**src/rtl/train_pulse_seq_if.sv**
```systemverilog
// ---------------------------------------------------------------------------
// train_pulse_seq_if
// Bundles the control, configuration and status signals of the training
// pulse sequencer. clk and rst_n are kept as plain ports on the modules.
//   master : drives run enables, start and cfg_*; observes the state outputs
//   slave  : the sequencer side (train_pulse_seq)
// Signals:
//   key_state, system_state  run enable (active when key_state && state==2)
//   start                    one-cycle step request
//   cfg_ph_en, cfg_np1/2     phase enables and pulse counts
//   cfg_t_on/set/gap/read    timing durations in clock cycles
//   dac_top_state            sequencer state code
//   pulse18/28_state         per-polarity pulse sub-states
//   busy, done, pulse_cnt    status outputs
// ---------------------------------------------------------------------------
interface train_pulse_seq_if #(
  parameter int CNT_W = 16,
  parameter int NP_W  = 8
);
  logic             key_state;
  logic [2:0]       system_state;
  logic             start;
  logic [1:0]       cfg_ph_en;
  logic [NP_W-1:0]  cfg_np1;
  logic [NP_W-1:0]  cfg_np2;
  logic [CNT_W-1:0] cfg_t_on;
  logic [CNT_W-1:0] cfg_t_set;
  logic [CNT_W-1:0] cfg_t_gap;
  logic [CNT_W-1:0] cfg_t_read;
  logic [3:0]       dac_top_state;
  logic [1:0]       pulse18_state;
  logic [1:0]       pulse28_state;
  logic             busy;
  logic             done;
  logic [NP_W-1:0]  pulse_cnt;

  modport master (
    output key_state, system_state, start, cfg_ph_en, cfg_np1, cfg_np2,
           cfg_t_on, cfg_t_set, cfg_t_gap, cfg_t_read,
    input  dac_top_state, pulse18_state, pulse28_state, busy, done, pulse_cnt
  );

  modport slave (
    input  key_state, system_state, start, cfg_ph_en, cfg_np1, cfg_np2,
           cfg_t_on, cfg_t_set, cfg_t_gap, cfg_t_read,
    output dac_top_state, pulse18_state, pulse28_state, busy, done, pulse_cnt
  );
endinterface

```
**src/rtl/train_pulse_seq.sv**
```systemverilog
// ---------------------------------------------------------------------------
// train_pulse_seq
// Training-step sequencer: a burst of phase-1 pulses, a burst of phase-2
// pulses, a read window, then a one-cycle completion. Each pulse walks
// V1_x (sub-states 1, 2 x t_on, 3) -> CNT_1_x (t_gap) -> V2_x (t_set) ->
// CNT_2_x (1 cycle, pulse count decrement). Durations of 0 act as 1.
// Ports:
//   clk    system clock
//   rst_n  asynchronous active-low reset
//   bus    train_pulse_seq_if.slave (run enables, start, cfg_*, status)
// All outputs are registers; they are loaded from the next-state values so
// they line up with dac_top_state in the same cycle.
// ---------------------------------------------------------------------------
module train_pulse_seq #(
  parameter int CNT_W = 16,
  parameter int NP_W  = 8
) (
  input  logic            clk,
  input  logic            rst_n,
  train_pulse_seq_if.slave bus
);

  localparam logic [3:0] S_IDLE     = 4'd0;
  localparam logic [3:0] S_V1_2     = 4'd1;
  localparam logic [3:0] S_CNT_1_2  = 4'd2;
  localparam logic [3:0] S_V2_2     = 4'd3;
  localparam logic [3:0] S_CNT_2_2  = 4'd4;
  localparam logic [3:0] S_V_READ   = 4'd5;
  localparam logic [3:0] S_COMPLETE = 4'd6;
  localparam logic [3:0] S_V1_1     = 4'd7;
  localparam logic [3:0] S_V2_1     = 4'd8;
  localparam logic [3:0] S_CNT_1_1  = 4'd9;
  localparam logic [3:0] S_CNT_2_1  = 4'd10;

  localparam logic [CNT_W-1:0] CNT_ONE = {{(CNT_W-1){1'b0}}, 1'b1};
  localparam logic [NP_W-1:0]  NP_ONE  = {{(NP_W-1){1'b0}}, 1'b1};

  // A programmed duration of zero still occupies one cycle.
  function automatic logic [CNT_W-1:0] eff_dur(input logic [CNT_W-1:0] t);
    eff_dur = (t == {CNT_W{1'b0}}) ? CNT_ONE : t;
  endfunction

  logic [3:0]       state_q, state_d;
  logic [1:0]       sub_q, sub_d;
  logic [CNT_W-1:0] cnt_q, cnt_d;
  logic [NP_W-1:0]  pcnt_q, pcnt_d;
  logic             latch_s;
  logic             run_s;

  // Shadow copies taken at step acceptance. Phase-1 count and enable are
  // consumed at acceptance (pulse_cnt load) and need no shadow.
  logic             en2_q;
  logic [NP_W-1:0]  np2_q;
  logic [CNT_W-1:0] t_on_q, t_set_q, t_gap_q, t_read_q;

  logic [1:0]       p18_q, p18_d, p28_q, p28_d;
  logic             busy_q, busy_d, done_q, done_d;

  assign run_s = bus.key_state && (bus.system_state == 3'd2);

  // State, counters and registered outputs.
  always_ff @(posedge clk or negedge rst_n) begin
    if (!rst_n) begin
      state_q <= S_IDLE;
      sub_q   <= 2'd0;
      cnt_q   <= {CNT_W{1'b0}};
      pcnt_q  <= {NP_W{1'b0}};
      p18_q   <= 2'd0;
      p28_q   <= 2'd0;
      busy_q  <= 1'b0;
      done_q  <= 1'b0;
    end else begin
      state_q <= state_d;
      sub_q   <= sub_d;
      cnt_q   <= cnt_d;
      pcnt_q  <= pcnt_d;
      p18_q   <= p18_d;
      p28_q   <= p28_d;
      busy_q  <= busy_d;
      done_q  <= done_d;
    end
  end

  // Configuration shadow registers, loaded when a step is accepted.
  always_ff @(posedge clk or negedge rst_n) begin
    if (!rst_n) begin
      en2_q    <= 1'b0;
      np2_q    <= {NP_W{1'b0}};
      t_on_q   <= {CNT_W{1'b0}};
      t_set_q  <= {CNT_W{1'b0}};
      t_gap_q  <= {CNT_W{1'b0}};
      t_read_q <= {CNT_W{1'b0}};
    end else if (latch_s) begin
      en2_q    <= bus.cfg_ph_en[1];
      np2_q    <= bus.cfg_np2;
      t_on_q   <= bus.cfg_t_on;
      t_set_q  <= bus.cfg_t_set;
      t_gap_q  <= bus.cfg_t_gap;
      t_read_q <= bus.cfg_t_read;
    end else begin
      en2_q    <= en2_q;
      np2_q    <= np2_q;
      t_on_q   <= t_on_q;
      t_set_q  <= t_set_q;
      t_gap_q  <= t_gap_q;
      t_read_q <= t_read_q;
    end
  end

  // Next-state, counter and pulse-count logic.
  always_comb begin
    state_d = state_q;
    sub_d   = sub_q;
    cnt_d   = cnt_q;
    pcnt_d  = pcnt_q;
    latch_s = 1'b0;
    if (!run_s) begin
      state_d = S_IDLE;
      sub_d   = 2'd0;
      cnt_d   = {CNT_W{1'b0}};
      pcnt_d  = {NP_W{1'b0}};
    end else begin
      case (state_q)
        S_IDLE: begin
          if (bus.start) begin
            latch_s = 1'b1;
            if (bus.cfg_ph_en[0] && (bus.cfg_np1 != {NP_W{1'b0}})) begin
              state_d = S_V1_1;
              sub_d   = 2'd1;
              pcnt_d  = bus.cfg_np1;
            end else if (bus.cfg_ph_en[1] && (bus.cfg_np2 != {NP_W{1'b0}})) begin
              state_d = S_V1_2;
              sub_d   = 2'd1;
              pcnt_d  = bus.cfg_np2;
            end else begin
              state_d = S_V_READ;
              sub_d   = 2'd0;
              cnt_d   = eff_dur(bus.cfg_t_read);
              pcnt_d  = {NP_W{1'b0}};
            end
          end else begin
            state_d = S_IDLE;
          end
        end
        S_V1_1, S_V1_2: begin
          case (sub_q)
            2'd1: begin
              sub_d = 2'd2;
              cnt_d = eff_dur(t_on_q);
            end
            2'd2: begin
              if (cnt_q <= CNT_ONE) begin
                sub_d = 2'd3;
              end else begin
                cnt_d = cnt_q - CNT_ONE;
              end
            end
            2'd3: begin
              sub_d   = 2'd0;
              state_d = (state_q == S_V1_1) ? S_CNT_1_1 : S_CNT_1_2;
              cnt_d   = eff_dur(t_gap_q);
            end
            default: begin
              // sub-state 0 inside a pulse state is unreachable; abandon the step
              state_d = S_IDLE;
              sub_d   = 2'd0;
              cnt_d   = {CNT_W{1'b0}};
              pcnt_d  = {NP_W{1'b0}};
            end
          endcase
        end
        S_CNT_1_1, S_CNT_1_2: begin
          if (cnt_q <= CNT_ONE) begin
            state_d = (state_q == S_CNT_1_1) ? S_V2_1 : S_V2_2;
            cnt_d   = eff_dur(t_set_q);
          end else begin
            cnt_d = cnt_q - CNT_ONE;
          end
        end
        S_V2_1, S_V2_2: begin
          if (cnt_q <= CNT_ONE) begin
            state_d = (state_q == S_V2_1) ? S_CNT_2_1 : S_CNT_2_2;
            cnt_d   = {CNT_W{1'b0}};
          end else begin
            cnt_d = cnt_q - CNT_ONE;
          end
        end
        S_CNT_2_1: begin
          pcnt_d = pcnt_q - NP_ONE;
          if (pcnt_q != NP_ONE) begin
            state_d = S_V1_1;
            sub_d   = 2'd1;
          end else if (en2_q && (np2_q != {NP_W{1'b0}})) begin
            state_d = S_V1_2;
            sub_d   = 2'd1;
            pcnt_d  = np2_q;
          end else begin
            state_d = S_V_READ;
            cnt_d   = eff_dur(t_read_q);
          end
        end
        S_CNT_2_2: begin
          pcnt_d = pcnt_q - NP_ONE;
          if (pcnt_q != NP_ONE) begin
            state_d = S_V1_2;
            sub_d   = 2'd1;
          end else begin
            state_d = S_V_READ;
            cnt_d   = eff_dur(t_read_q);
          end
        end
        S_V_READ: begin
          if (cnt_q <= CNT_ONE) begin
            state_d = S_COMPLETE;
            cnt_d   = {CNT_W{1'b0}};
          end else begin
            cnt_d = cnt_q - CNT_ONE;
          end
        end
        S_COMPLETE: begin
          state_d = S_IDLE;
        end
        default: begin
          state_d = S_IDLE;
          sub_d   = 2'd0;
          cnt_d   = {CNT_W{1'b0}};
          pcnt_d  = {NP_W{1'b0}};
        end
      endcase
    end
  end

  // Output decode from the next state so registered outputs match state_q.
  always_comb begin
    p18_d  = (state_d == S_V1_1) ? sub_d : 2'd0;
    p28_d  = (state_d == S_V1_2) ? sub_d : 2'd0;
    busy_d = (state_d != S_IDLE);
    done_d = (state_d == S_COMPLETE);
  end

  assign bus.dac_top_state = state_q;
  assign bus.pulse18_state = p18_q;
  assign bus.pulse28_state = p28_q;
  assign bus.busy          = busy_q;
  assign bus.done          = done_q;
  assign bus.pulse_cnt     = pcnt_q;

endmodule
```
**src/flat_wrapper.sv**
```systemverilog
// flat-port wrapper written by rule: the top's interface ports become plain ports
module train_pulse_seq_flat 
#(
  parameter int CNT_W = 16,
  parameter int NP_W  = 8
)
  (clk, rst_n, bus_key_state, bus_system_state, bus_start, bus_cfg_ph_en, bus_cfg_np1, bus_cfg_np2, bus_cfg_t_on, bus_cfg_t_set, bus_cfg_t_gap, bus_cfg_t_read, bus_dac_top_state, bus_pulse18_state, bus_pulse28_state, bus_busy, bus_done, bus_pulse_cnt);
  train_pulse_seq_if #(.CNT_W(CNT_W), .NP_W(NP_W)) bus_i ();
  input  logic clk;
  input  logic rst_n;
  input wire logic [$bits(bus_i.key_state)-1:0] bus_key_state;
  input wire logic [$bits(bus_i.system_state)-1:0] bus_system_state;
  input wire logic [$bits(bus_i.start)-1:0] bus_start;
  input wire logic [$bits(bus_i.cfg_ph_en)-1:0] bus_cfg_ph_en;
  input wire logic [$bits(bus_i.cfg_np1)-1:0] bus_cfg_np1;
  input wire logic [$bits(bus_i.cfg_np2)-1:0] bus_cfg_np2;
  input wire logic [$bits(bus_i.cfg_t_on)-1:0] bus_cfg_t_on;
  input wire logic [$bits(bus_i.cfg_t_set)-1:0] bus_cfg_t_set;
  input wire logic [$bits(bus_i.cfg_t_gap)-1:0] bus_cfg_t_gap;
  input wire logic [$bits(bus_i.cfg_t_read)-1:0] bus_cfg_t_read;
  output wire logic [$bits(bus_i.dac_top_state)-1:0] bus_dac_top_state;
  output wire logic [$bits(bus_i.pulse18_state)-1:0] bus_pulse18_state;
  output wire logic [$bits(bus_i.pulse28_state)-1:0] bus_pulse28_state;
  output wire logic [$bits(bus_i.busy)-1:0] bus_busy;
  output wire logic [$bits(bus_i.done)-1:0] bus_done;
  output wire logic [$bits(bus_i.pulse_cnt)-1:0] bus_pulse_cnt;
  assign bus_i.key_state = bus_key_state;
  assign bus_i.system_state = bus_system_state;
  assign bus_i.start = bus_start;
  assign bus_i.cfg_ph_en = bus_cfg_ph_en;
  assign bus_i.cfg_np1 = bus_cfg_np1;
  assign bus_i.cfg_np2 = bus_cfg_np2;
  assign bus_i.cfg_t_on = bus_cfg_t_on;
  assign bus_i.cfg_t_set = bus_cfg_t_set;
  assign bus_i.cfg_t_gap = bus_cfg_t_gap;
  assign bus_i.cfg_t_read = bus_cfg_t_read;
  assign bus_dac_top_state = bus_i.dac_top_state;
  assign bus_pulse18_state = bus_i.pulse18_state;
  assign bus_pulse28_state = bus_i.pulse28_state;
  assign bus_busy = bus_i.busy;
  assign bus_done = bus_i.done;
  assign bus_pulse_cnt = bus_i.pulse_cnt;
  train_pulse_seq #(.CNT_W(CNT_W), .NP_W(NP_W)) u_core (.clk(clk), .rst_n(rst_n), .bus(bus_i));
endmodule
```
**config.mk**
```make
export PLATFORM = sky130hd
export DESIGN_NAME = train_pulse_seq_flat
export DESIGN_NICKNAME = d
export VERILOG_FILES = /design/src/rtl/train_pulse_seq_if.sv /design/src/rtl/train_pulse_seq.sv /design/src/flat_wrapper.sv
export SDC_FILE = /design/constraint.sdc
export NUM_CORES = 1
export LEC_CHECK = 0
export BUFFER_PORTS_ARGS = -buffer_cell sky130_fd_sc_hd__buf_2
export CAP_MARGIN = 20
export CORE_MARGIN = 2
export CORE_UTILIZATION = 36
export DETAILED_ROUTE_END_ITERATION = 12
export SYNTH_ARGS = -nofsm -noshare
export SYNTH_HDL_FRONTEND = slang
export SYNTH_SLANG_ARGS = --single-unit
```
**constraint.sdc**
```tcl
create_clock -name clk -period 2.5 [get_ports clk]
set_input_delay 0.25 -clock clk [delete_from_list [all_inputs] [get_ports clk]]
set_output_delay 0.25 -clock clk [all_outputs]
set_load 0.01 [all_outputs]
```
# == Yosys cells after proc, flatten, opt, wreduce, memory -nomap -nowiden ==
# Index checks and enable logic that the tools add are counted.
# word_totals
inputBits,89
ff_bits,109
out_inout_bits,18
# op_classes
n_eq_ne,28
reduce_logical,23
magnitude_cmp,1
mux,55
addsub,2
# op_table
operator,n
2-to-1 mux 16 bit,15
case mux 16 bit (7 select lines),1
zero test 16 bit,5
2-to-1 mux 8 bit,7
case mux 16 bit (3 select lines),1
2-to-1 mux 4 bit,10
case mux 8 bit (5 select lines),1
case mux 4 bit (7 select lines),1
"equality test 4 x 3 -> 1 bit, second input constant",6
nonzero test 8 bit,3
"inequality test 3 bit, second input constant",7
2-to-1 mux 2 bit,9
"<= comparator 16 x 1 -> 1 bit, second input constant",1
"subtractor 16 x 1 -> 16 bit, second input constant",1
"equality test 4 bit, second input constant",3
case mux 2 bit (5 select lines),1
2-to-1 mux 3 bit,3
"equality test 4 x 1 -> 1 bit, second input constant",2
"equality test 4 x 2 -> 1 bit, second input constant",2
"inequality test 8 x 1 -> 1 bit, second input constant",1
case mux 4 bit (2 select lines),1
AND reduction 8 bit,1
OR reduction 2 bit,4
"subtractor 8 x 1 -> 8 bit, second input constant",1
other kinds (13),22

# == Depth between registers and ports, before layout ==
# depth
depth_word,9
ltp_mapped,10
depth_no_buf,8

# == Worst setup path before layout ==
# No wires, ideal clock.
# synth_path
path_type,register to register
start,"register u_core.pcnt_q[7], in the netlist u_core.bus.pulse_cnt[7]"
end,register u_core.cnt_q[15]
slack_ns,0.152
path_stages_with_launch,9
setup_time_ns,0.126
arrival_ns,2.222
t_required_ns,2.374
path_cell_list,dfrtp_1 > nor4_1 > a31oi_1 > nor4_2 > nand3_1 > and2_4 > buf_6 > buf_8 > a221o_1
# synth_via
elab_chain_cells,3
elab_cells_between_ends,4
cone_classes,3 x eq/ne; 1 x reduce/logical
# synth_rtl
item,line_no,rtl
"start, declared",train_pulse_seq.sv:46,"logic [NP_W-1:0] pcnt_q, pcnt_d;"
"start signal, assigned",train_pulse_seq.sv:67,pcnt_q <= {NP_W{1'b0}};
"start signal, assigned",train_pulse_seq.sv:76,pcnt_q <= pcnt_d;
inequality test 8 x 1 -> 1 bit *,"train_pulse_seq.sv:190, train_pulse_seq.sv:204",
inequality test 3 bit (no line),--,
AND reduction 8 bit (no line) *,--,
"end signal, assigned",train_pulse_seq.sv:66,cnt_q <= {CNT_W{1'b0}};
"end signal, assigned",train_pulse_seq.sv:75,cnt_q <= cnt_d;
"end, declared",train_pulse_seq.sv:45,"logic [CNT_W-1:0] cnt_q, cnt_d;"
# Every way passes the cells marked *; elsewhere a longest branch is shown, timed or not.
# A chain may end at the register's enable or synchronous reset.

# == Worst setup path after layout ==
# layout_path
start,register u_core.cnt_q[0]
end,register u_core.cnt_q[2]
# layout_via
elab_chain_cells,5
elab_cells_between_ends,10
cone_classes,1 x add/sub; 1 x order compare; 1 x eq/ne; 6 x mux; 1 x reduce/logical
# layout_rtl
item,line_no,rtl
subtractor 16 x 1 -> 16 bit,--,
2-to-1 mux 16 bit,train_pulse_seq.sv:152,if (cnt_q <= CNT_ONE) begin
case mux 16 bit (3 select lines),train_pulse_seq.sv:146,case (sub_q)
case mux 16 bit (7 select lines),train_pulse_seq.sv:123,case (state_q)
2-to-1 mux 16 bit,train_pulse_seq.sv:117,if (!run_s) begin
# Parallel ways exist; a longest one is shown, timed or not. The select of a mux whose other input is x is not followed.

==> results_dict.tcl <==
set metrics [dict create \
    outcome "finished, final reports clean" \
    final_layout_size_suffix_gt1_frac 0.385 \
    start_util 0.367 \
    finalNetCount 831 \
    cts_max_level 3 \
    p_sw_frac 0.288 \
    ys_seq_area_frac 0.433 \
    first_pass_iters 6 \
    cap_violations 0 \
    end_kind "flop" \
    tightest_slew_ps 625 \
    seqPwrFrac 0.529 \
    critPathKind "flop to flop" \
    syn_inst 604 \
    clk_path_buf_depth 2 \
    clock-sinks 109 \
    share_comb_of_total_power 0.161 \
    hold_class "primary input to flop" \
    p_switching_w 0.00127 \
    synth_ff_type "dfrtp_1" \
    setup_ws_ps 24.8 \
    die_area_mm2 0.0186 \
    grt_pass1_vias 5535 \
    place_congestion 0.980 \
    overflow 0 \
    synth_enable_flop_cells 0 \
    required_ps 2750 \
    cts_tree "built" \
    post-route-min-period_ps 2480 \
    fp.dieH_um 136 \
    via_per_inst 6.05 \
    p_int_w 0.00314 \
    maxSlewViolCount 0 \
    ys_warn_count 0 \
    fmax_ghz 0.404 \
    mostFrequentLayoutCells "105 x buf_2, 105 x dfrtp_1, 72 x mux2_2" \
    drt_iter0_drc 746 \
    place_area_mm2 0.00744 \
    ys_types 74 \
    relSlewSlack 0.579 \
    drc 0 \
    finalHoldViolations 0 \
    timing.hold.ws_ps 118 \
    ys_ff_latch 109 \
    root_buffer "clkbuf_16" \
    clock-skew-final_ps 8.36 \
    setup_viol_count_final 0 \
    fill_cells 1682 \
    wl_mm 19.1 \
    wl_per_cell_um 19.8 \
    post-route-period-util 0.990 \
    powerDensity_mw_per_mm2 568 \
    syn-cell-area_mm2 0.00630 \
    grt_pass1_wl_mm 30.6 \
    coreArea_mm2 0.0172 \
    cts_inserted_buffers 9 \
    dpl.hpwl_mm 14.5 \
    p_leak_nw 3.49 \
    io_buffers 106 \
    p_clk_frac 0.311 \
    clkLatencyLatePin_ps 360 \
    io_pins 107 \
    num_rows 48 \
    cp-start-kind "flop" \
    pre_cts_slack_ps 50.8 \
    cp_max_fo 5 \
    synth_async_sr_flop_share 1.00 \
    grt.total_usage 0.211 \
    syn-num-nets 701 \
    avgSynthCellArea_um2 10.4 \
    vias 5835 \
    cp_data_arrival_time_ps 2720 \
    grt_max_degree 58 \
    die_width_um 136 \
    peakVddDrop_mv 0.332 \
    drtAntennaViolNets 0 \
    antenna_found_initial 1 \
    clkTransAtPathRegs_ps 80 \
    rsz0062_at_grt "true" \
    syn_to_final_growth_pct 23.5 \
    stdcell_area_mm2 0.00778 \
]
==> worst paths after layout <==
kind	startpoint	end	slack (ps)	depth (start not counted)
max	u_core.cnt_q[0]$_DFFE_PN0P_	u_core.cnt_q[2]$_DFFE_PN0P_	20	8
min	bus_cfg_t_set[0]	u_core.t_set_q[0]$_DFFE_PN0P_	120	2
max reg2reg	u_core.cnt_q[0]$_DFFE_PN0P_	u_core.cnt_q[2]$_DFFE_PN0P_	20	8
min reg2reg	u_core.en2_q$_DFFE_PN0P_	u_core.en2_q$_DFFE_PN0P_	510	2
max in group asynchronous	rst_n	u_core.bus.dac_top_state[3]$_DFF_PN0_	1440	3
min in group asynchronous	rst_n	u_core.np2_q[5]$_DFFE_PN0P_	370	2
==> Yosys cell counts, types with 6 or more instances <==
library cell / number / area, um2
dfrtp_1: 109 / 2730
mux2_2: 72 / 811
nor2_1: 29 / 109
clkbuf_1: 28 / 105
nand2_1: 28 / 105
nor4_1: 26 / 163
o21ai_0: 26 / 130
a21oi_1: 21 / 105
a221oi_1: 17 / 149
a22oi_1: 17 / 128
nor3_1: 17 / 85.1
inv_1: 16 / 60.1
nand3_1: 11 / 55.1
a31oi_1: 9 / 56.3
buf_2: 9 / 45.0
o2bb2ai_1: 9 / 78.8
and3_1: 8 / 50.1
ha_1: 8 / 100
o211ai_1: 7 / 52.6
a211oi_1: 6 / 45.0
a221o_1: 6 / 60.1
a221o_2: 6 / 67.6
nand2b_1: 6 / 37.5
nor2b_1: 6 / 37.5
xor2_1: 6 / 52.6
==> per-layer routing <==
layer / wire, um / track usage / vias up
li1: - / - / 2639
met1: 8540 / 0.311 / 2897
met2: 8720 / 0.317 / 267
met3: 1520 / 0.0377 / 32
met4: 328 / 0.0608 / 0
met5: 0 / 0 / -
==> flip-flops by register name, indices dropped and copies added, names as in the netlist, 4 cells and up <==
register and count:
u_core.np2_q 8, u_core.t_set_q 16, u_core.bus.dac_top_state 4, u_core.cnt_q 16
u_core.t_read_q 16, u_core.bus.pulse_cnt 8, u_core.t_gap_q 16, u_core.t_on_q 16
==> worst max-delay path, stage by stage (launching register included) <==
cell and delay (ps):
dfrtp_1 430, inv_1 120, ha_1 270, buf_4 160, xor2_1 180, a222oi_1 440
o22ai_1 190, a221o_1 290, a221o_1 280
==> layout make-up <==
type                            instances  area [um2]  share of cell area
Clock buffer                           10         229              0.0294
Antenna cell                            1        2.50            0.000322
Tap cell                              225         282              0.0362
Multi-Input combinational cell        437        3380               0.435
Clock inverter                          5        42.5             0.00547
Sequential cell                       109        2730               0.351
Timing Repair Buffer                  161        1050               0.135
Inverter                               16        60.1             0.00772
==> timing repair <==
item,CTS,global route
resized for setup,0,13
endpoints found under the setup margin,0,21
buffers inserted,0,1
hold buffers,1,0
endpoints found under the hold margin,30,0
==> power by group through the flow <==
stage               Combinational, W  Sequential [W]  Clock (W)
CTS                         0.000709         0.00233    0.00140
floorplan                   0.000453         0.00225          0
detailed placement          0.000704         0.00236          0
finish                      0.000711         0.00233    0.00137
global placement            0.000680         0.00234          0
global route                0.000781         0.00237    0.00147
==> metrics by stage <==
step | power [W] | TNS, ps | std cells | utilization
2_1_floorplan | 0.00270 | 0 | 604 | -
3_3_place_gp | 0.00302 | 0 | 946 | 0.433
3_5_place_dp | 0.00307 | 0 | 946 | 0.433
4_1_cts | 0.00444 | 0 | 962 | 0.450
5_1_grt | 0.00462 | -37.5 | 963 | 0.453
6_report | 0.00442 | 0 | 964 | 0.453
==> kinds of logic after synthesis <==
family,count (synthesis),synth area share
compound gates,178,0.216
xor+xnor,6,0.00835
fa+ha+maj,8,0.0159
buf+inv,58,0.0393
flops,109,0.433
mux,74,0.132
simple gates,171,0.155
Note: power is estimated with default switching activity, not from simulation.
